===== config.mk =====
export PLATFORM = sky130hd
export DESIGN_NAME = floating_divider_iterative
export DESIGN_NICKNAME = d
export VERILOG_FILES = /design/src/rtl/fp_div_pkg.sv /design/src/rtl/mantissa_divider.sv /design/src/rtl/floating_divider_iterative.sv
export SDC_FILE = /design/constraint.sdc
export NUM_CORES = 1
export LEC_CHECK = 0
export BUFFER_PORTS_ARGS = -buffer_cell sky130_fd_sc_hd__buf_2
export CAP_MARGIN = 5
export CORE_MARGIN = 2
export CORE_UTILIZATION = 40
export CTS_BUF_LIST = sky130_fd_sc_hd__clkbuf_8
export CTS_CLUSTER_DIAMETER = 80
export CTS_CLUSTER_SIZE = 24
export DETAILED_ROUTE_END_ITERATION = 8
export SLEW_MARGIN = 0
export SYNTH_ARGS = -nofsm -noshare
export SYNTH_HDL_FRONTEND = slang
export SYNTH_HIERARCHICAL = 1
export SYNTH_SLANG_ARGS = --single-unit
export TNS_END_PERCENT = 10

===== constraint.sdc =====
create_clock -name clk -period 2.7 [get_ports clk]
set_input_delay 0.27 -clock clk [delete_from_list [all_inputs] [get_ports clk]]
set_output_delay 0.27 -clock clk [all_outputs]
set_load 0.01 [all_outputs]

===== src/rtl/fp_div_pkg.sv =====
// rtl/fp_div_pkg.sv - shared types and constants for the iterative single-precision divider
package fp_div_pkg;

    typedef enum logic [1:0] {
        IDLE = 2'd0,
        DIV  = 2'd1,
        FIN  = 2'd2
    } state_t;

    localparam int          EXP_BIAS = 127;
    localparam int          EXP_MAX  = 255;
    localparam logic [31:0] QNAN     = 32'h7FC00000;
    localparam int          MANT_W   = 24;
    localparam int          Q_W      = 25;

endpackage


===== src/rtl/mantissa_divider.sv =====
// rtl/mantissa_divider.sv - radix-2 restoring mantissa iterator, one quotient bit per enabled step
module mantissa_divider
    import fp_div_pkg::*;
(
    input  logic              clk,
    input  logic              reset,
    input  logic              en,
    input  logic              load,
    input  logic              step,
    input  logic [MANT_W-1:0] dividend,
    input  logic [MANT_W-1:0] divisor,
    output logic [Q_W-1:0]    quotient
);

    logic [Q_W-1:0]    rem;
    logic [MANT_W-1:0] div_q;
    logic [MANT_W-1:0] diff;
    logic              ge;

    // The remainder always stays below 2*divisor, so the low MANT_W bits of the
    // difference are exact whenever the subtraction is taken.
    assign ge   = rem >= {1'b0, div_q};
    assign diff = rem[MANT_W-1:0] - div_q;

    always_ff @(posedge clk or negedge reset) begin
        if (!reset) begin
            rem      <= '0;
            div_q    <= '0;
            quotient <= '0;
        end else if (en) begin
            if (load) begin
                rem      <= {1'b0, dividend};
                div_q    <= divisor;
                quotient <= '0;
            end else if (step) begin
                quotient <= {quotient[Q_W-2:0], ge};
                rem      <= ge ? {diff, 1'b0} : {rem[MANT_W-1:0], 1'b0};
            end
        end
    end

endmodule


===== src/rtl/floating_divider_iterative.sv =====
// rtl/floating_divider_iterative.sv - sequential IEEE-754 single divider, truncating, denormals flushed
module floating_divider_iterative
    import fp_div_pkg::*;
(
    input  logic        clk,
    input  logic        reset,
    input  logic        en,
    input  logic        start,
    input  logic [31:0] a,
    input  logic [31:0] b,
    output logic        busy,
    output logic        done,
    output logic [31:0] result,
    output logic        overflow,
    output logic        underflow,
    output logic        exception
);

    localparam logic signed [9:0] EXP_MAX_S = 10'(EXP_MAX);

    state_t state, next_state;

    logic [4:0]        count;
    logic              load, step, finish;
    logic              sign_q, special_q, special_exc_q;
    logic [31:0]       special_res_q;
    logic signed [9:0] exp_q, exp_adj;
    logic [Q_W-1:0]    quotient;

    logic [7:0]  a_exp, b_exp;
    logic        a_zero, a_inf, a_nan, b_zero, b_inf, b_nan;
    logic        in_sign, in_special, spec_exc;
    logic [31:0] spec_res;
    logic [9:0]  exp_calc;
    logic [22:0] mant;

    assign a_exp   = a[30:23];
    assign b_exp   = b[30:23];
    assign a_zero  = (a_exp == 8'h00);
    assign b_zero  = (b_exp == 8'h00);
    assign a_inf   = (a_exp == 8'hFF) && (a[22:0] == 23'h0);
    assign b_inf   = (b_exp == 8'hFF) && (b[22:0] == 23'h0);
    assign a_nan   = (a_exp == 8'hFF) && (a[22:0] != 23'h0);
    assign b_nan   = (b_exp == 8'hFF) && (b[22:0] != 23'h0);
    assign in_sign = a[31] ^ b[31];
    assign in_special = a_zero | a_inf | a_nan | b_zero | b_inf | b_nan;
    assign exp_calc   = {2'b00, a_exp} - {2'b00, b_exp} + 10'(EXP_BIAS);

    // inf/0 counts as inf/finite: signed infinity without an exception.
    always_comb begin
        spec_res = {in_sign, 31'h0};
        spec_exc = 1'b0;
        if (a_nan || b_nan || (a_zero && b_zero) || (a_inf && b_inf)) begin
            spec_res = QNAN;
            spec_exc = 1'b1;
        end else if (a_inf) begin
            spec_res = {in_sign, 8'hFF, 23'h0};
        end else if (b_zero) begin
            spec_res = {in_sign, 8'hFF, 23'h0};
            spec_exc = 1'b1;
        end
    end

    always_ff @(posedge clk or negedge reset) begin
        if (!reset) begin
            state <= IDLE;
        end else if (en) begin
            state <= next_state;
        end
    end

    always_comb begin
        next_state = state;
        load       = 1'b0;
        step       = 1'b0;
        finish     = 1'b0;
        case (state)
            IDLE: begin
                if (start) begin
                    load       = 1'b1;
                    next_state = in_special ? FIN : DIV;
                end
            end
            DIV: begin
                step = 1'b1;
                if (count == 5'(Q_W - 1)) begin
                    next_state = FIN;
                end
            end
            FIN: begin
                finish     = 1'b1;
                next_state = IDLE;
            end
            default: next_state = IDLE;
        endcase
    end

    assign busy = (state != IDLE);

    always_ff @(posedge clk or negedge reset) begin
        if (!reset) begin
            count         <= '0;
            sign_q        <= 1'b0;
            special_q     <= 1'b0;
            special_exc_q <= 1'b0;
            special_res_q <= '0;
            exp_q         <= '0;
        end else if (en) begin
            if (load) begin
                count         <= '0;
                sign_q        <= in_sign;
                special_q     <= in_special;
                special_exc_q <= spec_exc;
                special_res_q <= spec_res;
                exp_q         <= $signed(exp_calc);
            end else if (step) begin
                count <= count + 5'd1;
            end
        end
    end

    mantissa_divider u_mantissa_divider (
        .clk      (clk),
        .reset    (reset),
        .en       (en),
        .load     (load),
        .step     (step),
        .dividend ({1'b1, a[22:0]}),
        .divisor  ({1'b1, b[22:0]}),
        .quotient (quotient)
    );

    // Q lies in (2^23, 2^25): either already normalised at bit 24 or one place lower.
    assign exp_adj = quotient[Q_W-1] ? exp_q : exp_q - 10'sd1;
    assign mant    = quotient[Q_W-1] ? quotient[23:1] : quotient[22:0];

    always_ff @(posedge clk or negedge reset) begin
        if (!reset) begin
            done      <= 1'b0;
            result    <= '0;
            overflow  <= 1'b0;
            underflow <= 1'b0;
            exception <= 1'b0;
        end else if (en) begin
            done <= finish;
            if (finish) begin
                overflow  <= 1'b0;
                underflow <= 1'b0;
                exception <= 1'b0;
                if (special_q) begin
                    result    <= special_res_q;
                    exception <= special_exc_q;
                end else if (exp_adj >= EXP_MAX_S) begin
                    result   <= {sign_q, 8'hFF, 23'h0};
                    overflow <= 1'b1;
                end else if (exp_adj <= 10'sd0) begin
                    result    <= {sign_q, 31'h0};
                    underflow <= 1'b1;
                end else begin
                    result <= {sign_q, exp_adj[7:0], mant};
                end
            end
        end
    end

endmodule


==> results.txt, run 1 <==
----------------------------------------------------
[Global routing]
  Met3 usage in global routing ... 3.61%
  GR Util met2 ... 32.5%
  Congestion Overflow GR ... 0
  Global-route usage over all layers ... 20.6%
  Maximum number of pins on one net before global-route repair ... 61
  Wire length of the first global-routing pass ... 36.1 mm
  Via count of the first global-routing pass ... 6973
  Most used routing layer in global routing ... met2
  Initial antenna violation count ... 0
  Met1 usage ... 28.8%

[Clock network]
  Master cell of the clock root buffer ... clkbuf_8
  Worst-case clock buffer depth ... 2
  Source-to-sink clock delay at the later pin of the worst-skew pair ... 0.45 ns
  Max H-tree Level ... 4
  TritonCTS buffer count ... 17
  TritonCTS clock tree ... yes
  Clock-pin slew of the registers on the worst-case setup and hold paths ... 0.09 ns
  Clock sinks ... 133

[Logic synthesis]
  Post-Synthesis Cells ... 881
  Number of flip-flops and latches in the synthesized netlist ... 133
  Share of synthesized registers carrying an async set or reset ... 100%
  Main flop type after synthesis ... dfrtp_1
  Mapped cell area ... 8290 um2
  Syn. warnings ... 6
  Mean area per synthesized cell ... 9.40 um2
  Count of unique library cells instantiated by Yosys ... 85
  Number of enable-type register cells in the synthesized netlist ... 0
  Sequential share of the synthesized area ... 40.2%

[Timing]
  Clock Skew ... 0.0158 ns
  Number of failing setup endpoints in the final timing report ... 0
  Fin crit share ... 95.5%
  Post-Route Hold Slack ... 0.0465 ns
  Number of pins exceeding their max-slew limit in the final report ... 0
  Fin crit period ... 2.58 ns
  Worst Max-Slew Pin Slew ... 0.660 ns
  Slew Limit Headroom ... 56.0%
  Total count of hold-check failures in the final report ... 0
  Maximum clock frequency ... 0.388 GHz
  Summed negative setup slack over all endpoints ... 0 ns
  RSZ-0062 raised after global routing ... yes

[Placed design]
  Placer Congestion ... 0.876
  Final HPWL from detailed placement ... 16.2 mm
  Count of input and output buffers ... 104
  Placed Instance Area ... 9360 um2

[Worst setup path]
  CP startpoint kind ... flip-flop
  Crit path largest cell delay ... 0.42 ns
  Endpoint type of the worst setup path ... flip-flop
  Critical Path Fanout Max ... 6
  Critical path type ... flip-flop to flip-flop
  Worst-path cell chain ... ha_1 -> nor2b_1 -> o2111a_1 -> o211ai_2 -> a21o_2 -> a211oi_4 -> nor2_2 -> buf_4 -> a211oi_1 -> o21ai_1
  CP max stage cell ... dfrtp_1
  Data required time of the worst path ... 3.01 ns
  Slack of the worst reg-to-reg path ... 0.12 ns
  Data arrival time of the critical path ... 2.89 ns

[Job]
  Max Cap Viol ... 0

[Pwr]
  Switching power total ... 0.00494 W
  Combinational fraction of design power ... 57.7%
  Total leakage power ... 4.51 nW
  Reg power frac ... 27.8%
  Worst-case vdd ir drop ... 0.577 mV
  Int Pwr ... 0.00640 W
  Pwr Total ... 0.0113 W
  Clock power frac ... 14.5%
  PwrDens ... 1140 nW/um2
  Switching share of power ... 43.6%

[Layout]
  Fraction of layout cells with a size suffix above 1 ... 24.1%
  Finished Core Util ... 48.8%
  Total inserted antenna cells ... 0
  Most common library cell in the layout ignoring fill and taps ... dfrtp_1
  Commonest non-fill, non-tap cells in the layout ... 133 x dfrtp_1, 103 x buf_2, 90 x nand2_1
  Layout overhead on the synthesized area ... 19.6%
  Final instance area ... 9910 um2
  Total Nets Final ... 1125

[Route]
  Total number of vias ... 7141
  Detailed-route wire length per cell ... 16.7 um
  Number of DRC violations after detailed-routing iteration 0 ... 330
  Total wire length ... 21.7 mm
  Iteration count of the initial detailed-routing pass ... 5
  Post-detailed-route count of antenna-violating nets ... 0
  Vias per cell ... 5.48
  Number of remaining DRC errors ... 0

[Hold path]
  Class of the worst hold path ... input port to flip-flop

[Outcome]
  Run status ... complete, no violations

[Floorplan]
  Number of rows in the core area ... 52
  Number of ports placed on the die boundary ... 105
  Die Ht ... 148 um
  Initial standard-cell utilization of the core ... 40.8%
  Full die area ... 21900 um2
  Horizontal die dimension ... 148 um
  Core box area ... 20300 um2

----------------------------------------------------
## per-layer routing
layer | wire, um | vias to the layer above
li1 | - | 3527
met1 | 10400 | 3446
met2 | 9980 | 140
met3 | 791 | 28
met4 | 491 | 0
met5 | 0 | -
## power by group through the flow
stage / sequential (W) / combinational [W] / clock (W)
after floorplan: 0.00300 / 0.00459 / 0
after global placement: 0.00315 / 0.00615 / 0
after detailed placement: 0.00318 / 0.00614 / 0
after CTS: 0.00314 / 0.00620 / 0.00170
after global routing: 0.00325 / 0.00727 / 0.00178
final: 0.00315 / 0.00654 / 0.00164
## per-stage QoR
stage | cells | setup WS [ns]
after floorplan | 882 | 0.256
final | 1302 | 0.122
after global placement | 1266 | 0.00927
after CTS | 1301 | 0.0112
after detailed placement | 1266 | -0.00854
after global routing | 1302 | -0.0117
## cell usage after synthesis, drive strengths merged, types with 4 or more instances
library cell / instances / area share [%]
xor2: 11 / 1.2
a22o: 26 / 2.7
or2: 7 / 0.53
and3: 14 / 1.1
mux2i: 29 / 3.5
a21boi: 4 / 0.36
a32oi: 4 / 0.42
nand2b: 10 / 0.76
mux2: 24 / 3.3
and2: 4 / 0.30
a31oi: 11 / 0.83
ha: 36 / 5.4
xnor2: 15 / 1.6
buf: 13 / 1.1
o21ai: 82 / 5.9
inv: 53 / 2.4
nor4b: 4 / 0.50
o22ai: 11 / 0.83
dfrtp: 133 / 40
a2111oi: 5 / 0.76
o221ai: 10 / 1.1
nand3: 20 / 1.2
nor4: 18 / 1.5
clkbuf: 26 / 1.2
or3: 9 / 0.68
o21a: 7 / 0.63
nor3: 15 / 0.91
nor2: 54 / 2.5
a211oi: 10 / 1.1
a21o: 10 / 0.92
nand2: 92 / 4.4
nand4: 9 / 0.68
a21oi: 37 / 2.2
o211ai: 7 / 0.69
o31ai: 7 / 0.76
nor2b: 9 / 0.68
## cell type report
class                      instances  area (um2)
tap                              270         338
fill                            1947       10400
clock buffer                      19         262
sequential                       133        3330
multi-input combinational        656        4690
inverter                          54         203
timing repair buffer             157         965
clock inverter                    13         123
## path summary, 6_finish.rpt
| check | end | cells after the start | start |
|---|---|---|---|
| worst max-delay path | u_mantissa_divider/rem[4]$_DFFE_PN0P_ | 10 | u_mantissa_divider/rem[1]$_DFFE_PN0P_ |
| min in group asynchronous | result[26]$_DFFE_PN0P_ | 2 | reset |
| worst min register to register | result[6]$_DFFE_PN0P_ | 2 | result[6]$_DFFE_PN0P_ |
| worst min-delay path | u_mantissa_divider/div_q[6]$_DFFE_PN0P_ | 2 | b[6] |
| max in group asynchronous | u_mantissa_divider/rem[14]$_DFFE_PN0P_ | 3 | reset |
| worst max register to register | u_mantissa_divider/rem[4]$_DFFE_PN0P_ | 10 | u_mantissa_divider/rem[1]$_DFFE_PN0P_ |
## critical path, delay by kind of cell (launching register included)
kind	cells	cell delay, ns
AOI/OAI and AO/OA	6	1.32
adders and majority gates	1	0.31
buffers and inverters	1	0.17
DFF	1	0.42
and+or+nand+nor	2	0.24
## flip-flops by register name, summed over array words and instances, names as in the netlist
| register | count |
|---|---|
| u_mantissa_divider/quotient | 25 |
| special_exc_q | 1 |
| special_res_q | 3 |
| overflow | 1 |
| result | 32 |
| done | 1 |
| u_mantissa_divider/div_q | 24 |
| sign_q | 1 |
| count | 5 |
| special_q | 1 |
| exp_q | 10 |
| exception | 1 |
| state | 2 |
| underflow | 1 |
| u_mantissa_divider/rem | 25 |
## kinds of logic after synthesis
group	after synthesis	synth area share [%]
buf+inv	93	4.74
mux	53	6.81
compound gates	258	22.4
simple gates	279	17.2
xor+xnor	26	2.75
flops	133	40.2
fa+ha+maj	38	5.92
other cells	1	0.0453
## repair_timing
item / in CTS / in global routing
resized for setup: 0 / 24
hold buffers: 1 / 0
pin swaps: 1 / 4
hold endpoints to repair: 58 / 0
setup buffers: 2 / 1
setup endpoints to repair: 2 / 24
(Power assumes the default switching activity.)
==> run 2, diff against run 1 <==
--- a/config.mk
+++ b/config.mk
@@ -7,7 +7,6 @@
 export LEC_CHECK = 0
 export BUFFER_PORTS_ARGS = -buffer_cell sky130_fd_sc_hd__buf_2
 export CAP_MARGIN = 5
-export CORE_MARGIN = 2
 export CORE_UTILIZATION = 40
 export CTS_BUF_LIST = sky130_fd_sc_hd__clkbuf_8
 export CTS_CLUSTER_DIAMETER = 80
==> run 2 against run 1 <==
  * Utilization grew 0.20 points
  * Setup slack lost 0.045 ns
  * Combinational power is essentially flat
  * Cell count shrank 0.31%
  * Largest power group unchanged
  * Highest routed layer unchanged
==> results.txt, run 2 (synthesized netlist as in run 1, its figures left out) <==
----------------------------------------------------
[Route]
  Detailed-route wire length per cell ... 16.4 um (was 16.7 um)
  Number of DRC violations after detailed-routing iteration 0 ... 261 (was 330)
  Total wire length ... 21.3 mm (was 21.7 mm)
  Post-detailed-route count of antenna-violating nets ... 0 (unchanged)
  Iteration count of the initial detailed-routing pass ... 5 (unchanged)
  Total number of vias ... 7202 (was 7141)
  Vias per cell ... 5.55 (was 5.48)
  Number of remaining DRC errors ... 0 (unchanged)

[Worst setup path]
  R2R Path End ... u_mantissa_divider/rem[16]$_DFFE_PN0P_ (was u_mantissa_divider/rem[4]$_DFFE_PN0P_)
  Critical path type ... flip-flop to flip-flop (unchanged)
  Origin of the critical flop-to-flop path ... u_mantissa_divider/rem[1]$_DFFE_PN0P_ (unchanged)
  Launch point of the worst path ... u_mantissa_divider/rem[1]$_DFFE_PN0P_ (unchanged)
  Critical Path Fanout Max ... 5 (was 6)
  Data required time of the worst path ... 3.06 ns (was 3.01 ns)
  Slack of the worst reg-to-reg path ... 0.08 ns (was 0.12 ns)
  CP startpoint kind ... flip-flop (unchanged)
  Worst r2r path cells ... 10 (unchanged)
  Endpoint type of the worst setup path ... flip-flop (unchanged)
  Data arrival time of the critical path ... 2.99 ns (was 2.89 ns)

[Clock network]
  Clock-pin slew of the registers on the worst-case setup and hold paths ... 0.09 ns (about the same)
  Source-to-sink clock delay at the later pin of the worst-skew pair ... 0.46 ns (was 0.45 ns)
  Worst-case clock buffer depth ... 2 (unchanged)
  TritonCTS clock tree ... yes (unchanged)
  TritonCTS buffer count ... 17 (unchanged)
  Max H-tree Level ... 4 (unchanged)
  Clock sinks ... 133 (unchanged)
  Master cell of the clock root buffer ... clkbuf_8 (unchanged)

[Pwr]
  Switching power total ... 0.00493 W (was 0.00494 W)
  Total leakage power ... 4.54 nW (was 4.51 nW)
  Clock power frac ... 16.9% (was 14.5%)
  Int Pwr ... 0.00669 W (was 0.00640 W)
  Switching share of power ... 42.4% (was 43.6%)
  PwrDens ... 1170 nW/um2 (was 1140 nW/um2)
  Pwr Total ... 0.0116 W (was 0.0113 W)
  Combinational fraction of design power ... 56.0% (was 57.7%)
  Worst-case vdd ir drop ... 0.693 mV (was 0.577 mV)
  Reg power frac ... 27.1% (was 27.8%)

[Layout]
  Fraction of layout cells with a size suffix above 1 ... 23.3% (was 24.1%)
  Number of flip-flops in the largest register ... 32 (unchanged)
  Finished Core Util ... 49.0% (was 48.8%)
  Total Nets Final ... 1119 (was 1125)
  Commonest non-fill, non-tap cells in the layout ... 133 x dfrtp_1, 103 x buf_2, 91 x nand2_1 (was 133 x dfrtp_1, 103 x buf_2, 90 x nand2_1)
  Filler cell count in the final layout ... 1968 (was 1947)
  Fin cells ... 1298 (was 1302)
  Layout overhead on the synthesized area ... 20.1% (was 19.6%)
  Largest registers ... result x32, u_mantissa_divider/quotient x25, u_mantissa_divider/rem x25 (unchanged)
  Total area of sequential cells ... 3330 um2 (unchanged)
  Most common library cell in the layout ignoring fill and taps ... dfrtp_1 (unchanged)
  Area used by multi-input combinational logic ... 4670 um2 (was 4690 um2)
  Top register by number of flip-flops ... result (unchanged)

[Floorplan]
  Horizontal die dimension ... 146 um (was 148 um)
  Number of ports placed on the die boundary ... 105 (unchanged)
  Full die area ... 21300 um2 (was 21900 um2)
  Core box area ... 20300 um2 (unchanged)
  Number of rows in the core area ... 52 (unchanged)
  Initial standard-cell utilization of the core ... 40.8% (unchanged)
  Die Ht ... 146 um (was 148 um)

[Placed design]
  Count of input and output buffers ... 104 (unchanged)
  Final HPWL from detailed placement ... 15.7 mm (was 16.2 mm)
  Placer Congestion ... 0.908 (was 0.876)
  Post-placement cell count ... 1261 (was 1266)

[Timing]
  Number of failing setup endpoints in the final timing report ... 0 (unchanged)
  Fin crit period ... 2.62 ns (was 2.58 ns)
  RSZ-0062 raised after global routing ... yes (unchanged)
  Total count of hold-check failures in the final report ... 0 (unchanged)
  Clock Skew ... 0.0160 ns (was 0.0158 ns)
  Maximum clock frequency ... 0.381 GHz (was 0.388 GHz)
  Slew Limit Headroom ... 56.7% (was 56.0%)
  Fin crit share ... 97.2% (was 95.5%)
  Post-Route Hold Slack ... 0.0346 ns (was 0.0465 ns)
  Summed negative setup slack over all endpoints ... 0 ns (unchanged)
  Number of pins exceeding their max-slew limit in the final report ... 0 (unchanged)
  Worst Max-Slew Pin Slew ... 0.650 ns (was 0.660 ns)

[Global routing]
  Global-route usage over all layers ... 20.6% (about the same)
  GR Util met2 ... 32.0% (was 32.5%)
  Wire length of the first global-routing pass ... 34.8 mm (was 36.1 mm)
  Initial antenna violation count ... 2 (was 0)
  Via count of the first global-routing pass ... 6650 (was 6973)
  Congestion Overflow GR ... 0 (unchanged)
  Maximum number of pins on one net before global-route repair ... 63 (was 61)
  Met3 usage in global routing ... 3.73% (was 3.61%)
  Most used routing layer in global routing ... met2 (unchanged)
  Met1 usage ... 28.5% (was 28.8%)

[Hold path]
  End of the worst hold path ... u_mantissa_divider/div_q[18]$_DFFE_PN0P_ (was u_mantissa_divider/div_q[6]$_DFFE_PN0P_)
  Start point of the worst min-delay path ... b[18] (was b[6])
  Class of the worst hold path ... input port to flip-flop (unchanged)
  Hold Path Stages ... 2 (unchanged)

[Job]
  Max Cap Viol ... 0 (unchanged)

[Outcome]
  Run status ... complete, no violations (unchanged)

----------------------------------------------------
run 2: worst max-delay path, cell delays in order, from the launching register on:
cell	delay (ns)
dfrtp_1	0.42
ha_1	0.32
nor2b_2	0.16
o2111a_1	0.28
o21a_2	0.27
a2111oi_1	0.39
buf_4	0.17
o21ai_0	0.10
xnor2_1	0.17
nand2_1	0.07
a31oi_1	0.18
run 2: per-layer routing:
| layer | vias up | share of wire [%] |
|---|---|---|
| met1 | 3464 | 47 |
| met4 | 0 | 2.1 |
| met2 | 181 | 46 |
| li1 | 3526 | - |
| met3 | 31 | 4.7 |
| met5 | - | 0 |
run 2: repair_timing:
| action | CTS | global route |
|---|---|---|
| setup buffers | 0 | 2 |
| gates resized for setup | 0 | 21 |
| hold buffers | 1 | 0 |
| endpoints found under the setup margin | 0 | 23 |
| endpoints found under the hold margin | 60 | 0 |
run 2: worst max path at each step:
stage / slack (ns) / depth (start not counted) / end
floorplan: 0.26 / 9 / u_mantissa_divider/rem[1]$_DFFE_PN0P_
global placement: 0.08 / 9 / u_mantissa_divider/rem[21]$_DFFE_PN0P_
detailed placement: 0.04 / 11 / u_mantissa_divider/rem[13]$_DFFE_PN0P_
CTS: 0.02 / 11 / u_mantissa_divider/rem[13]$_DFFE_PN0P_
global route: -0.05 / 9 / u_mantissa_divider/rem[21]$_DFFE_PN0P_
finish: 0.08 / 10 / u_mantissa_divider/rem[16]$_DFFE_PN0P_
run 2: power by group through the flow:
stage	Combinational, W	Clock [W]	Sequential [W]
after floorplan	0.00459	0	0.00300
after global placement	0.00611	0	0.00315
after detailed placement	0.00613	0	0.00316
after CTS	0.00616	0.00201	0.00313
after global routing	0.00720	0.00209	0.00324
final	0.00651	0.00196	0.00315
run 2: layout make-up:
type	instances	area share, %
multi-input cells	656	46.9
flip-flops and latches	133	33.5
repair buffers	151	9.50
well taps	270	3.40
clock buffers	17	2.35
clock inverters	15	2.28
inverters	54	2.04
diodes	2	0.0503
run 2: per-stage QoR:
step,setup slack (ns),cell area [um2]
final,0.0769,9950
after global routing,-0.0462,9950
after CTS,0.0217,9820
after detailed placement,0.0395,9350
after global placement,0.0827,9350
after floorplan,0.256,8290
==> run 3, diff against run 2 <==
--- a/config.mk
+++ b/config.mk
@@ -5,9 +5,9 @@
 export SDC_FILE = /design/constraint.sdc
 export NUM_CORES = 1
 export LEC_CHECK = 0
-export BUFFER_PORTS_ARGS = -buffer_cell sky130_fd_sc_hd__buf_2
+export BUFFER_PORTS_ARGS = -buffer_cell sky130_fd_sc_hd__buf_4
 export CAP_MARGIN = 5
-export CORE_UTILIZATION = 40
+export CORE_UTILIZATION = 35
 export CTS_BUF_LIST = sky130_fd_sc_hd__clkbuf_8
 export CTS_CLUSTER_DIAMETER = 80
 export CTS_CLUSTER_SIZE = 24
==> run 3 against run 2 <==
  * Critical path depth is 1 lower
  * Largest cell class unchanged
  * Utilization shrank 4.3 points
  * Clock power decreased by 4%
  * Cell count is 3.4% higher
  * Total power rose by 0.78%
  * Largest power group unchanged
  * Setup slack gained 0.047 ns
  * Clock-buffer cell count rose by 1
==> results.txt, run 3 (synthesized netlist as in run 1, its figures left out) <==
----------------------------------------------------
[Timing]
  Total count of hold-check failures in the final report ... 0 (unchanged)
  Post-Route Hold Slack ... 0.0437 ns (was 0.0346 ns)
  Clock Skew ... 0.00814 ns (was 0.0160 ns)
  RSZ-0062 raised after global routing ... yes (unchanged)
  Number of failing setup endpoints in the final timing report ... 0 (unchanged)
  Fin crit period ... 2.58 ns (was 2.62 ns)
  Fin crit share ... 95.4% (was 97.2%)
  Worst Max-Slew Pin Slew ... 0.719 ns (was 0.650 ns)
  Number of pins exceeding their max-slew limit in the final report ... 0 (unchanged)
  Final Worst Setup Slack ... 0.124 ns (was 0.0769 ns)
  Maximum clock frequency ... 0.388 GHz (was 0.381 GHz)
  Slew Limit Headroom ... 52.0% (was 56.7%)

[Global routing]
  Wire length of the first global-routing pass ... 35.3 mm (was 34.8 mm)
  Initial antenna violation count ... 1 (was 2)
  Global-route usage over all layers ... 18.7% (was 20.6%)
  Via count of the first global-routing pass ... 6657 (was 6650)
  Maximum number of pins on one net before global-route repair ... 64 (was 63)
  Congestion Overflow GR ... 0 (unchanged)

[Pwr]
  PwrDens ... 1140 nW/um2 (was 1170 nW/um2)
  Total leakage power ... 4.57 nW (was 4.54 nW)
  Worst-case vdd ir drop ... 0.593 mV (was 0.693 mV)

[Layout]
  Largest registers ... result x32, u_mantissa_divider/quotient x25, u_mantissa_divider/rem x25 (unchanged)
  Commonest non-fill, non-tap cells in the layout ... 146 x buf_4, 133 x dfrtp_1, 91 x nand2_1 (was 133 x dfrtp_1, 103 x buf_2, 91 x nand2_1)
  Total Nets Final ... 1121 (was 1119)
  Layout overhead on the synthesized area ... 23.6% (was 20.1%)
  Fraction of layout cells with a size suffix above 1 ... 23.7% (was 23.3%)
  Fin cells ... 1342 (was 1298)
  Top register by number of flip-flops ... result (unchanged)
  Number of flip-flops in the largest register ... 32 (unchanged)
  Most common library cell in the layout ignoring fill and taps ... buf_4 (was dfrtp_1)

[Worst setup path]
  Critical Path Fanout Max ... 8 (was 5)
  Critical path type ... flip-flop to flip-flop (unchanged)
  Data arrival time of the critical path ... 2.90 ns (was 2.99 ns)
  Launch point of the worst path ... u_mantissa_divider/rem[6]$_DFFE_PN0P_ (was u_mantissa_divider/rem[1]$_DFFE_PN0P_)
  CP startpoint kind ... flip-flop (unchanged)
  Data required time of the worst path ... 3.03 ns (was 3.06 ns)
  Endpoint type of the worst setup path ... flip-flop (unchanged)
  Origin of the critical flop-to-flop path ... u_mantissa_divider/rem[6]$_DFFE_PN0P_ (was u_mantissa_divider/rem[1]$_DFFE_PN0P_)

[Floorplan]
  Full die area ... 24300 um2 (was 21300 um2)
  Core box area ... 22900 um2 (was 20300 um2)
  Horizontal die dimension ... 156 um (was 146 um)
  Initial standard-cell utilization of the core ... 36.2% (was 40.8%)
  Number of ports placed on the die boundary ... 105 (unchanged)
  Die Ht ... 156 um (was 146 um)
  Number of rows in the core area ... 55 (was 52)

[Route]
  Vias per cell ... 5.42 (was 5.55)
  Total number of vias ... 7273 (was 7202)
  Number of DRC violations after detailed-routing iteration 0 ... 421 (was 261)
  Number of remaining DRC errors ... 0 (unchanged)
  Iteration count of the initial detailed-routing pass ... 6 (was 5)
  Detailed-route wire length per cell ... 16.6 um (was 16.4 um)
  Total wire length ... 22.3 mm (was 21.3 mm)
  Post-detailed-route count of antenna-violating nets ... 0 (unchanged)

[Outcome]
  Run status ... complete, no violations (unchanged)

[Placed design]
  Post-Place Setup Slack ... -0.0886 ns (was 0.0395 ns)
  Post-placement cell count ... 1299 (was 1261)
  Placer Congestion ... 0.918 (was 0.908)
  Final HPWL from detailed placement ... 16.3 mm (was 15.7 mm)
  Count of input and output buffers ... 104 (unchanged)

[Job]
  Max Cap Viol ... 0 (unchanged)

[Hold path]
  Start point of the worst min-delay path ... b[18] (unchanged)
  Class of the worst hold path ... input port to flip-flop (unchanged)

[Clock network]
  Source-to-sink clock delay at the later pin of the worst-skew pair ... 0.45 ns (was 0.46 ns)
  Clock-pin slew of the registers on the worst-case setup and hold paths ... 0.08 ns (was 0.09 ns)
  Clock sinks ... 133 (unchanged)
  TritonCTS buffer count ... 17 (unchanged)
  Master cell of the clock root buffer ... clkbuf_8 (unchanged)
  Worst-case clock buffer depth ... 2 (unchanged)
  TritonCTS clock tree ... yes (unchanged)
  Max H-tree Level ... 4 (unchanged)

----------------------------------------------------
==> run 3: area by class of cell <==
| class | instances | area (um2) |
|---|---|---|
| Antenna cell | 1 | 2.50 |
| Clock buffer | 18 | 248 |
| Clock inverter | 14 | 196 |
| Fill cell | 2252 | 12700 |
| Inverter | 54 | 203 |
| Multi-Input combinational cell | 657 | 4680 |
| Sequential cell | 133 | 3330 |
| Tap cell | 313 | 392 |
| Timing Repair Buffer | 152 | 1200 |
==> run 3: final timing paths <==
kind                       slack [ns]                                       end  depth (start not counted)
setup / recovery                 0.12     u_mantissa_divider/rem[1]$_DFFE_PN0P_                          9
max in group asynchronous        1.58  u_mantissa_divider/div_q[21]$_DFFE_PN0P_                          3
min in group asynchronous        0.38                    result[24]$_DFFE_PN0P_                          2
hold / removal                   0.04  u_mantissa_divider/div_q[18]$_DFFE_PN0P_                          2
setup reg to reg                 0.12     u_mantissa_divider/rem[1]$_DFFE_PN0P_                          9
hold reg to reg                  0.48                 special_exc_q$_DFFE_PN0P_                          2
==> run 3: critical path: stages, from the launching register on <==
cell and delay [ns]:
dfrtp_1 0.44, ha_4 0.32, and4_4 0.22, and3_4 0.19
o211ai_2 0.07, a21o_2 0.26, a211o_4 0.42, nand2_8 0.14
a21oi_1 0.08, a221o_1 0.31
==> run 3: report_power, final <==
group          switching [W]  internal, W
Combinational        0.00359      0.00309
Clock               0.000848      0.00104
Sequential          0.000543      0.00261
==> run 3: through the flow <==
stage               power, W  instance area, um2  utilization, %  TNS [ns]
detailed placement   0.00924                9610            41.9    -0.116
floorplan            0.00759                8290               -         0
CTS                   0.0112               10100            44.0         0
global placement     0.00922                9610            41.9   -0.0975
finish                0.0117               10200            44.7         0
global route          0.0126               10200            44.7   -0.0413
==> run 3: what timing repair did <==
| item | 4_1_cts | 5_1_grt |
|---|---|---|
| pin swaps | 1 | 6 |
| endpoints found under the setup margin | 2 | 18 |
| hold buffers | 1 | 0 |
| buffers inserted | 2 | 6 |
| cloned | 0 | 1 |
| gates resized for setup | 2 | 22 |
| hold endpoints to repair | 61 | 0 |
==> run 3: per-layer routing <==
metal,part of all wire [%],vias up,track usage (%)
met5,0,-,0
met4,1.8,0,6.44
met3,4.8,29,3.58
met2,47,215,29.7
met1,46,3512,25.2
li1,-,3517,-
